<file path="config.mk">
export PLATFORM = sky130hd
export DESIGN_NAME = cmd_serdes_wrapper_flat
export DESIGN_NICKNAME = d
export VERILOG_FILES = /design/src/rtl/cmd_serdes_wrapper_if.sv /design/src/rtl/cmd_serdes_wrapper.sv /design/src/flat_wrapper.sv
export SDC_FILE = /design/constraint.sdc
export NUM_CORES = 1
export LEC_CHECK = 0
export ABC_AREA = 0
export CORE_MARGIN = 2
export CORE_UTILIZATION = 50
export CTS_CLUSTER_DIAMETER = 200
export DETAILED_ROUTE_END_ITERATION = 10
export PLACE_DENSITY = 0.89
export SLEW_MARGIN = 10
export SYNTH_ARGS = -nofsm -noshare
export SYNTH_HDL_FRONTEND = slang
export SYNTH_SLANG_ARGS = --single-unit
</file>
<file path="constraint.sdc">
create_clock -name sd_clock -period 2.7 [get_ports sd_clock]
set_clock_uncertainty 0.2 [all_clocks]
set_input_delay 0.675 -clock sd_clock [delete_from_list [all_inputs] [get_ports sd_clock]]
set_output_delay 0.675 -clock sd_clock [all_outputs]
set_load 0.02 [all_outputs]
</file>
<file path="src/rtl/cmd_serdes_wrapper_if.sv">
// cmd_serdes_wrapper_if
// Controller-side bundle between the SD command controller and the CMD-line
// serialiser/deserialiser.
//   enable_pts_wrapper  controller -> engine  transmit path enable
//   load_send           controller -> engine  load-and-send request
//   command             controller -> engine  40-bit command (start bit at MSB)
//   enable_stp_wrapper  controller -> engine  receive path enable
//   long_response       controller -> engine  1 = 136-bit R2, 0 = 48-bit response
//   transmission_complete engine -> controller  frame fully shifted out
//   reception_complete    engine -> controller  response captured
//   pad_response          engine -> controller  right-aligned captured response
//   crc_error             engine -> controller  CRC7 or end-bit error
interface cmd_serdes_wrapper_if #(
    parameter int unsigned CMD_BITS  = 40,
    parameter int unsigned RESP_BITS = 136
);
    logic                 enable_pts_wrapper;
    logic                 load_send;
    logic [CMD_BITS-1:0]  command;
    logic                 enable_stp_wrapper;
    logic                 long_response;
    logic                 transmission_complete;
    logic                 reception_complete;
    logic [RESP_BITS-1:0] pad_response;
    logic                 crc_error;

    modport master (
        output enable_pts_wrapper,
        output load_send,
        output command,
        output enable_stp_wrapper,
        output long_response,
        input  transmission_complete,
        input  reception_complete,
        input  pad_response,
        input  crc_error
    );

    modport slave (
        input  enable_pts_wrapper,
        input  load_send,
        input  command,
        input  enable_stp_wrapper,
        input  long_response,
        output transmission_complete,
        output reception_complete,
        output pad_response,
        output crc_error
    );
endinterface

</file>
<file path="src/rtl/cmd_serdes_wrapper.sv">
// cmd_serdes_wrapper
// Bit-level CMD-line engine. Serialises a 40-bit command with CRC7 and end bit
// MSB-first onto the pad, then captures a 48- or 136-bit response, checks its
// CRC7 and end bit, and presents it in parallel.
// Ports:
//   sd_clock       CMD-line clock, rising edge only
//   reset          synchronous active-high global reset
//   reset_wrapper  synchronous active-high soft reset from the controller
//   ctrl           controller bundle (slave side), see cmd_serdes_wrapper_if
//   cmd_in         CMD pad input
//   cmd_out        CMD pad output, idles high
// Every output is a flop loaded from the current state, so each output lags
// the state register by one edge and nothing combinational runs from cmd_in.
module cmd_serdes_wrapper #(
    parameter int unsigned CMD_BITS  = 40,
    parameter int unsigned RESP_BITS = 136
) (
    input  logic                sd_clock,
    input  logic                reset,
    input  logic                reset_wrapper,
    cmd_serdes_wrapper_if.slave ctrl,
    input  logic                cmd_in,
    output logic                cmd_out
);

    localparam int unsigned FRAME_BITS = CMD_BITS + 8;
    localparam int unsigned SHORT_BITS = 48;
    localparam int unsigned LONG_BITS  = 136;
    localparam int unsigned CNT_W      = 8;
    localparam int unsigned CRC_W      = 7;
    localparam int unsigned CRC_LO     = 8;    // lowest frame bit covered by CRC
    localparam int unsigned CRC_HI_R2  = 127;  // highest covered bit of an R2

    typedef enum logic [2:0] {
        IDLE,
        TX_SHIFT,
        TX_DONE,
        RX_WAIT,
        RX_SHIFT,
        RX_DONE
    } state_t;

    state_t                state_q, state_d;
    logic [FRAME_BITS-1:0] tx_sreg_q, tx_sreg_d;
    logic [RESP_BITS-1:0]  rx_sreg_q, rx_sreg_d;
    logic [RESP_BITS-1:0]  rx_shifted;
    logic [CNT_W-1:0]      cnt_q, cnt_d;
    logic [CRC_W-1:0]      crc_q, crc_d;
    logic                  long_q, long_d;
    logic                  cmd_out_q, cmd_out_d;
    logic                  tx_cmpl_q, tx_cmpl_d;
    logic                  rx_cmpl_q, rx_cmpl_d;
    logic                  crc_err_q, crc_err_d;

    // One CRC7 (x^7 + x^3 + 1) update for a single serial bit.
    function automatic logic [CRC_W-1:0] crc7_step(input logic [CRC_W-1:0] crc,
                                                   input logic din);
        logic fb;
        fb = crc[CRC_W-1] ^ din;
        return {crc[CRC_W-2:0], 1'b0} ^ {3'b000, fb, 2'b00, fb};
    endfunction

    assign rx_shifted = {rx_sreg_q[RESP_BITS-2:0], cmd_in};

    // Next-state and next-register computation.
    always_comb begin
        state_d   = state_q;
        tx_sreg_d = tx_sreg_q;
        rx_sreg_d = rx_sreg_q;
        cnt_d     = cnt_q;
        crc_d     = crc_q;
        long_d    = long_q;
        cmd_out_d = 1'b1;
        tx_cmpl_d = 1'b0;
        rx_cmpl_d = 1'b0;
        crc_err_d = 1'b0;

        case (state_q)
            IDLE: begin
                if (ctrl.enable_pts_wrapper && ctrl.load_send) begin
                    tx_sreg_d = {ctrl.command, 7'd0, 1'b1};
                    cnt_d     = CNT_W'(FRAME_BITS - 1);
                    crc_d     = '0;
                    state_d   = TX_SHIFT;
                end else if (ctrl.enable_stp_wrapper) begin
                    long_d    = ctrl.long_response;
                    rx_sreg_d = '0;
                    state_d   = RX_WAIT;
                end
            end

            // cnt_q is the frame index of the bit at the shift-register MSB.
            TX_SHIFT: begin
                cmd_out_d = tx_sreg_q[FRAME_BITS-1];
                if (cnt_q >= CNT_W'(CRC_LO)) begin
                    crc_d = crc7_step(crc_q, tx_sreg_q[FRAME_BITS-1]);
                end
                tx_sreg_d = tx_sreg_q << 1;
                // After bit 8 the zeroed CRC field, bits 7..1, is loaded with
                // the finished CRC; the end bit below it is already 1.
                if (cnt_q == CNT_W'(CRC_LO)) begin
                    tx_sreg_d[FRAME_BITS-1 -: CRC_W] = crc_d;
                end
                if (cnt_q == '0) begin
                    state_d = TX_DONE;
                end else begin
                    cnt_d = cnt_q - CNT_W'(1);
                end
            end

            TX_DONE: begin
                tx_cmpl_d = 1'b1;
                if (!ctrl.enable_pts_wrapper) begin
                    state_d = IDLE;
                end
            end

            // The start bit is frame bit L-1; stepping a zero CRC with a zero
            // bit leaves it zero, so clearing the CRC covers the start bit.
            RX_WAIT: begin
                if (!cmd_in) begin
                    rx_sreg_d = rx_shifted;
                    cnt_d     = long_q ? CNT_W'(LONG_BITS - 1) : CNT_W'(SHORT_BITS - 1);
                    crc_d     = '0;
                    state_d   = RX_SHIFT;
                end else if (!ctrl.enable_stp_wrapper) begin
                    state_d = IDLE;
                end
            end

            // The bit sampled here is frame bit cnt_q-1.
            RX_SHIFT: begin
                rx_sreg_d = rx_shifted;
                if ((cnt_q > CNT_W'(CRC_LO)) && (cnt_q <= CNT_W'(CRC_HI_R2 + 1))) begin
                    crc_d = crc7_step(crc_q, cmd_in);
                end
                cnt_d = cnt_q - CNT_W'(1);
                if (cnt_q == CNT_W'(1)) begin
                    state_d = RX_DONE;
                end
            end

            RX_DONE: begin
                rx_cmpl_d = 1'b1;
                crc_err_d = (rx_sreg_q[CRC_W:1] != crc_q) || !rx_sreg_q[0];
                if (!ctrl.enable_stp_wrapper) begin
                    state_d = IDLE;
                end
            end

            default: begin
                state_d = IDLE;
            end
        endcase
    end

    // State and output registers; either reset aborts any frame in progress.
    always_ff @(posedge sd_clock) begin
        if (reset || reset_wrapper) begin
            state_q   <= IDLE;
            tx_sreg_q <= '0;
            rx_sreg_q <= '0;
            cnt_q     <= '0;
            crc_q     <= '0;
            long_q    <= 1'b0;
            cmd_out_q <= 1'b1;
            tx_cmpl_q <= 1'b0;
            rx_cmpl_q <= 1'b0;
            crc_err_q <= 1'b0;
        end else begin
            state_q   <= state_d;
            tx_sreg_q <= tx_sreg_d;
            rx_sreg_q <= rx_sreg_d;
            cnt_q     <= cnt_d;
            crc_q     <= crc_d;
            long_q    <= long_d;
            cmd_out_q <= cmd_out_d;
            tx_cmpl_q <= tx_cmpl_d;
            rx_cmpl_q <= rx_cmpl_d;
            crc_err_q <= crc_err_d;
        end
    end

    assign cmd_out                    = cmd_out_q;
    assign ctrl.transmission_complete = tx_cmpl_q;
    assign ctrl.reception_complete    = rx_cmpl_q;
    assign ctrl.pad_response          = rx_sreg_q;
    assign ctrl.crc_error             = crc_err_q;

endmodule

</file>
<file path="src/flat_wrapper.sv">
// flat-port wrapper written by rule: the top's interface ports become plain ports
module cmd_serdes_wrapper_flat 
#(
    parameter int unsigned CMD_BITS  = 40,
    parameter int unsigned RESP_BITS = 136
)
  (sd_clock, reset, reset_wrapper, cmd_in, cmd_out, ctrl_enable_pts_wrapper, ctrl_load_send, ctrl_command, ctrl_enable_stp_wrapper, ctrl_long_response, ctrl_transmission_complete, ctrl_reception_complete, ctrl_pad_response, ctrl_crc_error);
  cmd_serdes_wrapper_if #(.CMD_BITS(CMD_BITS), .RESP_BITS(RESP_BITS)) ctrl_i ();
  input  logic sd_clock;
  input  logic reset;
  input  logic reset_wrapper;
  input  logic cmd_in;
  output logic cmd_out;
  input wire logic [$bits(ctrl_i.enable_pts_wrapper)-1:0] ctrl_enable_pts_wrapper;
  input wire logic [$bits(ctrl_i.load_send)-1:0] ctrl_load_send;
  input wire logic [$bits(ctrl_i.command)-1:0] ctrl_command;
  input wire logic [$bits(ctrl_i.enable_stp_wrapper)-1:0] ctrl_enable_stp_wrapper;
  input wire logic [$bits(ctrl_i.long_response)-1:0] ctrl_long_response;
  output wire logic [$bits(ctrl_i.transmission_complete)-1:0] ctrl_transmission_complete;
  output wire logic [$bits(ctrl_i.reception_complete)-1:0] ctrl_reception_complete;
  output wire logic [$bits(ctrl_i.pad_response)-1:0] ctrl_pad_response;
  output wire logic [$bits(ctrl_i.crc_error)-1:0] ctrl_crc_error;
  assign ctrl_i.enable_pts_wrapper = ctrl_enable_pts_wrapper;
  assign ctrl_i.load_send = ctrl_load_send;
  assign ctrl_i.command = ctrl_command;
  assign ctrl_i.enable_stp_wrapper = ctrl_enable_stp_wrapper;
  assign ctrl_i.long_response = ctrl_long_response;
  assign ctrl_transmission_complete = ctrl_i.transmission_complete;
  assign ctrl_reception_complete = ctrl_i.reception_complete;
  assign ctrl_pad_response = ctrl_i.pad_response;
  assign ctrl_crc_error = ctrl_i.crc_error;
  cmd_serdes_wrapper #(.CMD_BITS(CMD_BITS), .RESP_BITS(RESP_BITS)) u_core (.sd_clock(sd_clock), .reset(reset), .reset_wrapper(reset_wrapper), .ctrl(ctrl_i), .cmd_in(cmd_in), .cmd_out(cmd_out));
endmodule
</file>
==> report_table.html, run 1 <==
<table>
<tr><th>Metric</th><th>Value</th></tr>
<tr><th colspan="2">Run status</th></tr>
<tr><td>Outcome</td><td>finished, final reports clean</td></tr>
<tr><th colspan="2">Power</th></tr>
<tr><td>Power spent charging and discharging nets</td><td>0.00165 W</td></tr>
<tr><td>Design internal power</td><td>0.00546 W</td></tr>
<tr><td>Clock power share</td><td>46.5%</td></tr>
<tr><td>Combinational Power Share</td><td>9.3%</td></tr>
<tr><td>Part of the total power dissipated in sequential elements</td><td>44.2%</td></tr>
<tr><td>Switching share of power</td><td>23.2%</td></tr>
<tr><td>Power Density</td><td>649 nW/µm²</td></tr>
<tr><td>Max rail drop VDD</td><td>0.422 mV</td></tr>
<tr><td>Static leakage</td><td>3.97 nW</td></tr>
<tr><th colspan="2">Timing</th></tr>
<tr><td>Fraction of the cycle the final worst path needs</td><td>92.2%</td></tr>
<tr><td>RSZ-0062 raised after global routing</td><td>no</td></tr>
<tr><td>Min cycle time layout</td><td>2.49 ns</td></tr>
<tr><td>Worst-case headroom to the max-slew limit</td><td>57.0%</td></tr>
<tr><td>Max Fclk</td><td>402 MHz</td></tr>
<tr><td>Final Hold Vio Count</td><td>0</td></tr>
<tr><td>Slew at the pin with the worst max-slew slack</td><td>0.643 ns</td></tr>
<tr><td>Max-slew violations</td><td>0</td></tr>
<tr><td>Final sum of negative setup slack</td><td>0 ns</td></tr>
<tr><td>Final setup viols</td><td>0</td></tr>
<tr><td>Minimum setup slack in the final design</td><td>0.210 ns</td></tr>
<tr><th colspan="2">Final layout</th></tr>
<tr><td>Multi-input logic area</td><td>3480 µm²</td></tr>
<tr><td>Final Net Count</td><td>1065</td></tr>
<tr><td>Layout-stage area growth over the synthesis result</td><td>37.8%</td></tr>
<tr><td>Layout cells sized above 1</td><td>7.57%</td></tr>
<tr><td>Layout Utilization</td><td>69.7%</td></tr>
<tr><td>Fill cell count</td><td>1133</td></tr>
<tr><td>Storage cell area</td><td>4140 µm²</td></tr>
<tr><td>Number of antenna repair diodes</td><td>0</td></tr>
<tr><th colspan="2">Synthesis</th></tr>
<tr><td>Number of flops mapped to enable cells by yosys</td><td>0</td></tr>
<tr><td>Synthesis warning total</td><td>0</td></tr>
<tr><td>Syn Area/Cell</td><td>9.29 µm²</td></tr>
<tr><td>Top post-synthesis cells by count</td><td>dfxtp_1 (207), nor2_1 (186), a22oi_1 (137)</td></tr>
<tr><td>Share of the synthesized area in the top cell type</td><td>52.2%</td></tr>
<tr><td>Post-synthesis cell type with the largest combined area</td><td>dfxtp_1</td></tr>
<tr><td>Top area cells in the synthesized netlist</td><td>dfxtp_1 (52%), a22oi_1 (13%), nor2_1 (8.8%)</td></tr>
<tr><td>Synthesized netlist cell count</td><td>855</td></tr>
<tr><td>Async S/R FF share, synth</td><td>0%</td></tr>
<tr><td>Post-Syn Area</td><td>7950 µm²</td></tr>
<tr><td>Sequential share of the synthesized area</td><td>52.2%</td></tr>
<tr><td>Most common cell in the netlist</td><td>dfxtp_1</td></tr>
<tr><td>Flip-flop and latch count after synthesis</td><td>207</td></tr>
<tr><td>Count of distinct cell types in the synthesized netlist</td><td>54</td></tr>
<tr><td>Net Count, Synth</td><td>905</td></tr>
<tr><td>Dominant synthesized flop cell</td><td>dfxtp_1</td></tr>
<tr><th colspan="2">Clock network</th></tr>
<tr><td>Maximum number of buffers from clock root to sink</td><td>3</td></tr>
<tr><td>Maximum level of the CTS H-tree</td><td>1</td></tr>
<tr><td>Clock transition time at the flip-flop clock pins of the worst setup and hold paths</td><td>0.07 ns</td></tr>
<tr><td>Inserted Clock Buffers</td><td>22</td></tr>
<tr><td>Number of post-CTS setup repair buffers</td><td>0</td></tr>
<tr><td>Clock latency at the later pin of the worst-skew pair</td><td>0.50 ns</td></tr>
<tr><td>Root Buffer</td><td>clkbuf_16</td></tr>
<tr><td>CTS sink cnt</td><td>207</td></tr>
<tr><td>Quantity of gates resized following cts</td><td>0</td></tr>
<tr><td>CTS hold repair buffers</td><td>0</td></tr>
<tr><td>Clock tree from TritonCTS</td><td>built</td></tr>
<tr><th colspan="2">Routing</th></tr>
<tr><td>Routed wire length</td><td>20400 µm</td></tr>
<tr><td>Via density</td><td>5.62</td></tr>
<tr><td>Drt drc</td><td>0</td></tr>
<tr><td>Average routed wire per standard cell</td><td>16.4 µm</td></tr>
<tr><td>Total via count after detailed routing</td><td>7004</td></tr>
<tr><td>Number of routed nets with antenna violations</td><td>0</td></tr>
<tr><td>Router iterations before antenna repair</td><td>5</td></tr>
<tr><td>Initial drt markers</td><td>575</td></tr>
<tr><th colspan="2">Setup path</th></tr>
<tr><td>Required time of the critical path</td><td>2.89 ns</td></tr>
<tr><td>Critical path's largest stage delay</td><td>0.48 ns</td></tr>
<tr><td>Worst-path maximum fanout</td><td>8</td></tr>
<tr><td>Signal arrival time at the worst endpoint</td><td>2.68 ns</td></tr>
<tr><td>Nature of the critical path endpoint</td><td>flip-flop</td></tr>
<tr><td>Cell type of the slowest stage on the worst timing path</td><td>or3b_1</td></tr>
<tr><td>Critical path origin</td><td>u_core.cnt_q[0]</td></tr>
<tr><td>Chain of cells forming the critical path</td><td>inv_1 &gt; ha_1 &gt; or3b_1 &gt; a221o_1 &gt; a21oi_4 &gt; o221ai_1 &gt; o211a_1</td></tr>
<tr><td>Worst setup SP type</td><td>flip-flop</td></tr>
<tr><td>Worst r2r src</td><td>u_core.cnt_q[0]</td></tr>
<tr><td>Worst setup path category</td><td>flip-flop to flip-flop</td></tr>
<tr><th colspan="2">Die</th></tr>
<tr><td>Full die area</td><td>16900 µm²</td></tr>
<tr><td>Die Wd</td><td>130 µm</td></tr>
<tr><td>Floorplan Core Area</td><td>15700 µm²</td></tr>
<tr><td>Floorplan die height</td><td>130 µm</td></tr>
<tr><td>Top-level I/O count</td><td>188</td></tr>
<tr><td>Initial core utilization</td><td>50.6%</td></tr>
<tr><td>Row cnt</td><td>46</td></tr>
<tr><th colspan="2">Hold path</th></tr>
<tr><td>Hold Path Origin</td><td>u_core.tx_sreg_q[5]</td></tr>
<tr><td>Tightest Hold Check Type</td><td>flip-flop to flip-flop</td></tr>
<tr><th colspan="2">Place</th></tr>
<tr><td>Worst slack at placement</td><td>0.141 ns</td></tr>
<tr><td>RD Place Congestion</td><td>0.836</td></tr>
<tr><td>DP HPWL</td><td>13000 µm</td></tr>
<tr><td>Port buffer count</td><td>187</td></tr>
<tr><th colspan="2">GRT</th></tr>
<tr><td>Total routing usage reported by global routing</td><td>22.9%</td></tr>
<tr><td>Congestion Overflow GR</td><td>0</td></tr>
<tr><td>Antenna violations before repair</td><td>0</td></tr>
<tr><td>Largest net degree at the start of global routing</td><td>87</td></tr>
<tr><td>Number of global-route vias before repair</td><td>6523</td></tr>
<tr><td>First-pass GRT wire length</td><td>32200 µm</td></tr>
<tr><th colspan="2">Job</th></tr>
<tr><td>Number of max-cap violations</td><td>0</td></tr>
</table>
==> registers in the layout, summed over array words and instances (netlist names) <==
name / cells
u_core.ctrl.transmission_complete: 1
u_core.ctrl.crc_error: 1
u_core.long_q: 1
u_core.cmd_out: 1
u_core.state_q: 3
u_core.crc_q: 7
u_core.ctrl.reception_complete: 1
u_core.ctrl.pad_response: 136
u_core.tx_sreg_q: 48
u_core.cnt_q: 8
==> area by class of cell <==
cell class | count | area share, %
Sequential cell | 207 | 37.9
Multi-Input combinational cell | 567 | 31.8
Timing Repair Buffer | 215 | 20.4
Clock buffer | 30 | 6.05
Tap cell | 216 | 2.47
Clock inverter | 10 | 1.39
Inverter | 2 | 0.0686
==> cell usage in the layout (no fill, tap or decap), types with 2 or more instances in the layout <==
cell type	count
nor2b_1	3
ha_1	2
or2_4	2
or4_1	2
a22oi_1	137
a31oi_1	3
inv_1	2
o211a_1	2
a32o_1	2
nand2b_1	3
o21ai_0	8
clkbuf_8	6
clkdlybuf4s50_1	187
and3_1	2
clkinv_2	5
nand3_1	16
o31ai_1	4
bufinv_16	4
buf_4	16
mux2i_1	43
o21a_1	3
a211oi_1	33
nand2_1	28
a32oi_1	2
o221ai_1	11
clkbuf_16	23
buf_12	12
nor2_1	186
nor3_1	8
nand4_1	2
nor4_1	3
dfxtp_1	207
xnor2_1	11
a21oi_1	27
==> stage by stage <==
| step | hold WS, ns | std cells | instance area, µm² | total power [W] |
|---|---|---|---|---|
| final | 0.252 | 1247 | 10900 | 0.00711 |
| after global routing | 0.270 | 1247 | 10900 | 0.00733 |
| after CTS | 0.253 | 1247 | 10900 | 0.00716 |
| after detailed placement | 0.245 | 1207 | 10100 | 0.00386 |
| after global placement | 0.238 | 1207 | 10100 | 0.00385 |
| after floorplan | 0.232 | 855 | 7950 | 0.00364 |
==> routing by layer <==
layer | global-route usage (%) | vias up | part of all wire, %
met5 | 0 | - | 0
met4 | 5.00 | 0 | 1.5
met3 | 8.00 | 29 | 10
met2 | 37.1 | 243 | 46
met1 | 29.6 | 3325 | 43
li1 | - | 3407 | -
==> critical path: cells and delay by family, from the launching register on <==
kind | cells | cell delay (ns)
DFF | 1 | 0.35
buffers and inverters | 1 | 0.09
AOI/OAI and AO/OA | 4 | 1.07
adders and majority gates | 1 | 0.18
and+or+nand+nor | 1 | 0.48
==> cell families (layout without fill, tap and decap cells) <==
| group | after synthesis | in the layout | share of synthesized area (%) |
|---|---|---|---|
| buffers and inverters | 81 | 257 | 4.25 |
| AND/OR/NAND/NOR | 264 | 264 | 13.8 |
| adder cells (fa/ha/maj) | 2 | 2 | 0.315 |
| multiplexers | 43 | 43 | 5.42 |
| XOR/XNOR | 12 | 12 | 1.32 |
| flip-flops | 207 | 207 | 52.2 |
| AO/OA/AOI/OAI | 246 | 246 | 22.7 |
==> power groups by stage <==
| stage | registers, W | logic (W) | clock network, W |
|---|---|---|---|
| 6_report | 0.00314 | 0.000660 | 0.00331 |
| 5_1_grt | 0.00315 | 0.000717 | 0.00347 |
| 4_1_cts | 0.00314 | 0.000656 | 0.00336 |
| 3_5_place_dp | 0.00321 | 0.000647 | 0 |
| 3_3_place_gp | 0.00321 | 0.000642 | 0 |
| 2_1_floorplan | 0.00319 | 0.000442 | 0 |
==> path summary, 6_finish.rpt <==
path,end,slack (ns),cells past startpoint
max,u_core.crc_q[0],0.21,7
min,u_core.tx_sreg_q[6],0.25,2
max reg2reg,u_core.crc_q[0],0.21,7
min reg2reg,u_core.tx_sreg_q[6],0.25,2
Power figures use the tool's default switching activity.
==> run 2: changes to the inputs <==
clock period = 2.58 ns   (was 2.7 ns; I/O delays follow)
==> run 2 against run 1 <==
  * Combinational power grew 6.5%
  * Worst setup slack got worse by 0.048 ns
  * Wire length is 3.9% higher
  * Power grew 2.8%
  * Global-route usage increased by 0.87 points
  * Clock power about the same
  * Utilization up 0.26 points
  * Register-to-register slack about the same
  * Critical path depth fell by 6
  * Final cell count is 0.48% higher
  * First-iteration DRC count fell by 12%
==> report_table.html, run 2 (synthesis results as in run 1) <==
<table>
<tr><th>Metric</th><th>Value</th></tr>
<tr><th colspan="2">Run status</th></tr>
<tr><td>Outcome</td><td>finished, final reports clean</td></tr>
<tr><th colspan="2">Setup path</th></tr>
<tr><td>Critical path's largest stage delay</td><td>0.68 ns</td></tr>
<tr><td>Required time of the critical path</td><td>1.74 ns</td></tr>
<tr><td>Worst setup path category</td><td>flip-flop to output port</td></tr>
<tr><td>Chain of cells forming the critical path</td><td>clkdlybuf4s50_1</td></tr>
<tr><td>Worst setup SP type</td><td>flip-flop</td></tr>
<tr><td>Combined buffer and inverter count along the critical path</td><td>1</td></tr>
<tr><td>WP depth</td><td>1</td></tr>
<tr><td>Dominant delay contributor by cell family on the critical path</td><td>buffers and inverters</td></tr>
<tr><td>Worst-path maximum fanout</td><td>3</td></tr>
<tr><td>Signal arrival time at the worst endpoint</td><td>1.57 ns</td></tr>
<tr><td>Nature of the critical path endpoint</td><td>output port</td></tr>
<tr><td>Worst setup slack for register-to-register paths</td><td>0.22 ns</td></tr>
<tr><td>Worst r2r path cells</td><td>7</td></tr>
<tr><td>Cell type of the slowest stage on the worst timing path</td><td>clkdlybuf4s50_1</td></tr>
<tr><th colspan="2">Timing</th></tr>
<tr><td>Fraction of the cycle the final worst path needs</td><td>93.7%</td></tr>
<tr><td>Final sum of negative setup slack</td><td>0 ns</td></tr>
<tr><td>Worst-case headroom to the max-slew limit</td><td>54.1%</td></tr>
<tr><td>Slew at the pin with the worst max-slew slack</td><td>0.687 ns</td></tr>
<tr><td>Final setup viols</td><td>0</td></tr>
<tr><td>Max Fclk</td><td>414 MHz</td></tr>
<tr><td>Max-slew violations</td><td>0</td></tr>
<tr><td>RSZ-0062 raised after global routing</td><td>no</td></tr>
<tr><td>Min cycle time layout</td><td>2.42 ns</td></tr>
<tr><td>Final Hold Vio Count</td><td>0</td></tr>
<tr><td>Worst Hold Margin</td><td>0.251 ns</td></tr>
<tr><th colspan="2">Final layout</th></tr>
<tr><td>Layout cells sized above 1</td><td>7.91%</td></tr>
<tr><td>Commonest non-fill, non-tap cells in the layout</td><td>dfxtp_1 (207), clkdlybuf4s50_1 (187), nor2_1 (186), a22oi_1 (137), mux2i_1 (43)</td></tr>
<tr><td>Final std cells w/o fill</td><td>1253</td></tr>
<tr><td>Layout-stage area growth over the synthesis result</td><td>38.3%</td></tr>
<tr><td>Most common cell after layout, fill and taps aside</td><td>dfxtp_1</td></tr>
<tr><td>Number of antenna repair diodes</td><td>0</td></tr>
<tr><td>Final Net Count</td><td>1071</td></tr>
<tr><td>Max reg flops</td><td>136</td></tr>
<tr><td>Post-Layout Inst Area</td><td>11000 µm²</td></tr>
<tr><th colspan="2">Routing</th></tr>
<tr><td>Router iterations before antenna repair</td><td>5</td></tr>
<tr><td>Drt drc</td><td>0</td></tr>
<tr><td>Number of routed nets with antenna violations</td><td>0</td></tr>
<tr><td>Total via count after detailed routing</td><td>7145</td></tr>
<tr><td>Initial drt markers</td><td>506</td></tr>
<tr><td>Average routed wire per standard cell</td><td>16.9 µm</td></tr>
<tr><td>Via density</td><td>5.70</td></tr>
<tr><td>Routed wire length</td><td>21200 µm</td></tr>
<tr><th colspan="2">Job</th></tr>
<tr><td>Number of max-cap violations</td><td>0</td></tr>
<tr><th colspan="2">Power</th></tr>
<tr><td>Overall power of the completed layout</td><td>0.00731 W</td></tr>
<tr><td>Power Density</td><td>665 nW/µm²</td></tr>
<tr><td>Static leakage</td><td>4.00 nW</td></tr>
<tr><td>Max rail drop VDD</td><td>0.499 mV</td></tr>
<tr><th colspan="2">Die</th></tr>
<tr><td>Row cnt</td><td>46</td></tr>
<tr><td>Full die area</td><td>16900 µm²</td></tr>
<tr><td>Die Wd</td><td>130 µm</td></tr>
<tr><td>Top-level I/O count</td><td>188</td></tr>
<tr><td>Floorplan Core Area</td><td>15700 µm²</td></tr>
<tr><td>Initial core utilization</td><td>50.6%</td></tr>
<tr><td>Floorplan die height</td><td>130 µm</td></tr>
<tr><th colspan="2">Hold path</th></tr>
<tr><td>WHS Path Cells</td><td>2</td></tr>
<tr><td>Tightest Hold Check Type</td><td>flip-flop to flip-flop</td></tr>
<tr><th colspan="2">Clock network</th></tr>
<tr><td>Root Buffer</td><td>clkbuf_16</td></tr>
<tr><td>Quantity of gates resized following cts</td><td>0</td></tr>
<tr><td>Inserted Clock Buffers</td><td>22</td></tr>
<tr><td>Maximum level of the CTS H-tree</td><td>1</td></tr>
<tr><td>Clock transition time at the flip-flop clock pins of the worst setup and hold paths</td><td>0.06 ns</td></tr>
<tr><td>Clock tree from TritonCTS</td><td>built</td></tr>
<tr><td>Clock latency at the later pin of the worst-skew pair</td><td>0.50 ns</td></tr>
<tr><td>Maximum number of buffers from clock root to sink</td><td>3</td></tr>
<tr><td>Number of post-CTS setup repair buffers</td><td>0</td></tr>
<tr><td>CTS sink cnt</td><td>207</td></tr>
<tr><td>CTS hold repair buffers</td><td>0</td></tr>
<tr><th colspan="2">Place</th></tr>
<tr><td>DP HPWL</td><td>13500 µm</td></tr>
<tr><td>Port buffer count</td><td>187</td></tr>
<tr><td>Instance area at placement</td><td>10200 µm²</td></tr>
<tr><td>Placed insts</td><td>1213</td></tr>
<tr><td>RD Place Congestion</td><td>0.864</td></tr>
<tr><th colspan="2">GRT</th></tr>
<tr><td>Congestion Overflow GR</td><td>0</td></tr>
<tr><td>Largest net degree at the start of global routing</td><td>86</td></tr>
<tr><td>First-pass GRT wire length</td><td>33300 µm</td></tr>
<tr><td>Antenna violations before repair</td><td>1</td></tr>
<tr><td>Number of global-route vias before repair</td><td>6742</td></tr>
<tr><td>Total routing usage reported by global routing</td><td>23.7%</td></tr>
</table>
-- run 2: where the power goes --
part,switching [W],total (W),internal [W]
registers,0.0000455,0.00329,0.00325
logic,0.000417,0.000703,0.000286
clock network,0.00127,0.00332,0.00205
-- run 2: routing by layer --
metal / global-route usage, % / share of wire, %
met5: 0 / 0.071
met3: 7.87 / 9.6
met1: 30.4 / 42
met4: 6.20 / 1.8
met2: 38.8 / 47
-- run 2: worst paths after layout --
kind,startpoint,to
hold / removal,u_core.tx_sreg_q[6],u_core.tx_sreg_q[7]
setup reg to reg,u_core.cnt_q[0],u_core.crc_q[0]
hold reg to reg,u_core.tx_sreg_q[6],u_core.tx_sreg_q[7]
setup / recovery,u_core.ctrl.pad_response[132],ctrl_pad_response[132]
-- run 2: layout make-up --
| class | instances | area [µm²] |
|---|---|---|
| well taps | 216 | 270 |
| repair buffers | 221 | 2310 |
| clock buffers | 30 | 642 |
| clock inverters | 10 | 131 |
| fillers | 1126 | 4720 |
| multi-input cells | 567 | 3480 |
| flip-flops and latches | 207 | 4140 |
| inverters | 2 | 7.51 |
-- run 2: metrics by stage --
stage,setup WS [ns],utilization [%]
6_report,0.162,69.9
2_1_floorplan,0.324,-
4_1_cts,0.146,69.9
3_5_place_dp,-0.0908,65.0
3_3_place_gp,-0.0276,65.0
5_1_grt,0.0814,69.9
==> run 3: changes to the inputs <==
CORE_UTILIZATION = 53   (was 50)
PLACE_DENSITY = 0.93   (was 0.89)
clock period = 3.1 ns   (was 2.58 ns; I/O delays follow)
==> run 3 against run 2 <==
  * Wire length is 1.6% lower
  * Cell area is 2.9% lower
  * Critical path depth is 5 higher
  * Count of clock-buffer cells in the layout is 5 higher
  * Utilization is 3.2 points higher
  * Combinational power is 23% lower
  * Register-to-register slack better by 0.29 ns
  * Largest power group is now sequential cells
  * Highest routed layer is now met4
==> report_table.html, run 3 (synthesis results as in run 1) <==
<table>
<tr><th>Metric</th><th>Value</th></tr>
<tr><th colspan="2">Clock network</th></tr>
<tr><td>Maximum level of the CTS H-tree</td><td>1</td></tr>
<tr><td>Clock transition time at the flip-flop clock pins of the worst setup and hold paths</td><td>0.06 ns</td></tr>
<tr><td>CTS sink cnt</td><td>207</td></tr>
<tr><td>CTS hold repair buffers</td><td>0</td></tr>
<tr><td>Inserted Clock Buffers</td><td>22</td></tr>
<tr><td>Root Buffer</td><td>clkbuf_16</td></tr>
<tr><td>Number of post-CTS setup repair buffers</td><td>0</td></tr>
<tr><td>Quantity of gates resized following cts</td><td>0</td></tr>
<tr><td>Maximum number of buffers from clock root to sink</td><td>3</td></tr>
<tr><td>Clock tree from TritonCTS</td><td>built</td></tr>
<tr><td>Clock latency at the later pin of the worst-skew pair</td><td>0.49 ns</td></tr>
<tr><th colspan="2">Job</th></tr>
<tr><td>Number of max-cap violations</td><td>0</td></tr>
<tr><th colspan="2">GRT</th></tr>
<tr><td>Total routing usage reported by global routing</td><td>24.1%</td></tr>
<tr><td>Largest net degree at the start of global routing</td><td>75</td></tr>
<tr><td>Number of global-route vias before repair</td><td>6514</td></tr>
<tr><td>First-pass GRT wire length</td><td>32800 µm</td></tr>
<tr><td>Congestion Overflow GR</td><td>0</td></tr>
<tr><td>Antenna violations before repair</td><td>1</td></tr>
<tr><th colspan="2">Die</th></tr>
<tr><td>Floorplan Core Area</td><td>14600 µm²</td></tr>
<tr><td>Initial core utilization</td><td>54.5%</td></tr>
<tr><td>Top-level I/O count</td><td>188</td></tr>
<tr><td>Full die area</td><td>16000 µm²</td></tr>
<tr><td>Row cnt</td><td>44</td></tr>
<tr><td>Floorplan die height</td><td>126 µm</td></tr>
<tr><td>Die Wd</td><td>126 µm</td></tr>
<tr><th colspan="2">Hold path</th></tr>
<tr><td>Tightest Hold Check Type</td><td>flip-flop to flip-flop</td></tr>
<tr><td>WHS Path Cells</td><td>2</td></tr>
<tr><th colspan="2">Place</th></tr>
<tr><td>Instance area at placement</td><td>9950 µm²</td></tr>
<tr><td>RD Place Congestion</td><td>0.850</td></tr>
<tr><td>DP HPWL</td><td>12800 µm</td></tr>
<tr><td>Port buffer count</td><td>187</td></tr>
<tr><td>Worst slack at placement</td><td>0.200 ns</td></tr>
<tr><th colspan="2">Run status</th></tr>
<tr><td>Outcome</td><td>finished, final reports clean</td></tr>
<tr><th colspan="2">Final layout</th></tr>
<tr><td>Layout Utilization</td><td>73.1%</td></tr>
<tr><td>Most common cell after layout, fill and taps aside</td><td>dfxtp_1</td></tr>
<tr><td>Final Net Count</td><td>1053</td></tr>
<tr><td>Layout cells sized above 1</td><td>5.90%</td></tr>
<tr><td>Max reg flops</td><td>136</td></tr>
<tr><td>Fill cell count</td><td>995</td></tr>
<tr><td>Post-Layout Inst Area</td><td>10700 µm²</td></tr>
<tr><td>Layout-stage area growth over the synthesis result</td><td>34.2%</td></tr>
<tr><td>Commonest non-fill, non-tap cells in the layout</td><td>dfxtp_1 (207), clkdlybuf4s50_1 (187), nor2_1 (186), a22oi_1 (137), mux2i_1 (43)</td></tr>
<tr><th colspan="2">Timing</th></tr>
<tr><td>Min cycle time layout</td><td>2.59 ns</td></tr>
<tr><td>Minimum setup slack in the final design</td><td>0.512 ns</td></tr>
<tr><td>Final setup viols</td><td>0</td></tr>
<tr><td>Final sum of negative setup slack</td><td>0 ns</td></tr>
<tr><td>RSZ-0062 raised after global routing</td><td>no</td></tr>
<tr><td>Final Hold Vio Count</td><td>0</td></tr>
<tr><td>Worst-case headroom to the max-slew limit</td><td>53.4%</td></tr>
<tr><td>Slew at the pin with the worst max-slew slack</td><td>0.698 ns</td></tr>
<tr><td>Max Fclk</td><td>386 MHz</td></tr>
<tr><td>Max-slew violations</td><td>0</td></tr>
<tr><td>Fraction of the cycle the final worst path needs</td><td>83.5%</td></tr>
<tr><th colspan="2">Routing</th></tr>
<tr><td>Total via count after detailed routing</td><td>7123</td></tr>
<tr><td>Via density</td><td>5.93</td></tr>
<tr><td>Initial drt markers</td><td>508</td></tr>
<tr><td>Routed wire length</td><td>20900 µm</td></tr>
<tr><td>Drt drc</td><td>0</td></tr>
<tr><td>Number of routed nets with antenna violations</td><td>0</td></tr>
<tr><td>Router iterations before antenna repair</td><td>5</td></tr>
<tr><td>Average routed wire per standard cell</td><td>17.4 µm</td></tr>
<tr><th colspan="2">Setup path</th></tr>
<tr><td>Required time of the critical path</td><td>3.27 ns</td></tr>
<tr><td>Worst r2r path cells</td><td>6</td></tr>
<tr><td>Signal arrival time at the worst endpoint</td><td>2.75 ns</td></tr>
<tr><td>Nature of the critical path endpoint</td><td>flip-flop</td></tr>
<tr><td>Worst setup SP type</td><td>flip-flop</td></tr>
<tr><td>Worst setup path category</td><td>flip-flop to flip-flop</td></tr>
<tr><td>Worst-path maximum fanout</td><td>66</td></tr>
<tr><th colspan="2">Power</th></tr>
<tr><td>Overall power of the completed layout</td><td>0.00582 W</td></tr>
<tr><td>Max rail drop VDD</td><td>0.600 mV</td></tr>
<tr><td>Static leakage</td><td>3.84 nW</td></tr>
<tr><td>Power Density</td><td>546 nW/µm²</td></tr>
</table>
-- run 3: per-stage QoR --
| stage | hold slack, ns | cells |
|---|---|---|
| after CTS | 0.253 | 1201 |
| after floorplan | 0.232 | 855 |
| after detailed placement | 0.246 | 1163 |
| after global placement | 0.238 | 1163 |
| final | 0.251 | 1202 |
| after global routing | 0.274 | 1202 |
-- run 3: worst paths after layout --
path / start / to / slack (ns)
setup / recovery: u_core.state_q[0] / u_core.ctrl.pad_response[69] / 0.51
hold / removal: u_core.tx_sreg_q[2] / u_core.tx_sreg_q[3] / 0.25
setup reg to reg: u_core.state_q[0] / u_core.ctrl.pad_response[69] / 0.51
hold reg to reg: u_core.tx_sreg_q[2] / u_core.tx_sreg_q[3] / 0.25
-- run 3: final cells by class --
class | count | area, µm² | share of cell area, %
sequential | 207 | 4140 | 38.9
multi-input combinational | 567 | 3480 | 32.6
timing repair buffer | 203 | 2090 | 19.6
clock buffer | 35 | 691 | 6.48
tap | 184 | 230 | 2.16
clock inverter | 3 | 18.8 | 0.176
inverter | 2 | 7.51 | 0.0704
antenna | 1 | 2.50 | 0.0235
-- run 3: worst max-delay path: stages, from the launching register on --
cell and delay [ns]:
dfxtp_1 0.67, nor2b_1 0.35, nand2_1 0.18, o32a_2 0.29, buf_4 0.34, a22oi_1 0.31
nor2_1 0.08
-- run 3: report_power, final --
group | leakage (nW) | switching (W) | total [W] | internal (W)
Clock | 0.352 | 0.00101 | 0.00253 | 0.00152
Sequential | 1.67 | 0.0000432 | 0.00274 | 0.00270
Combinational | 1.82 | 0.000334 | 0.000543 | 0.000209
-- run 3: metal layers --
metal	global-route usage, %	wire length [µm]
met1	32.3	8980
met3	6.96	1850
met5	0	0
met2	38.0	9560
met4	7.11	490
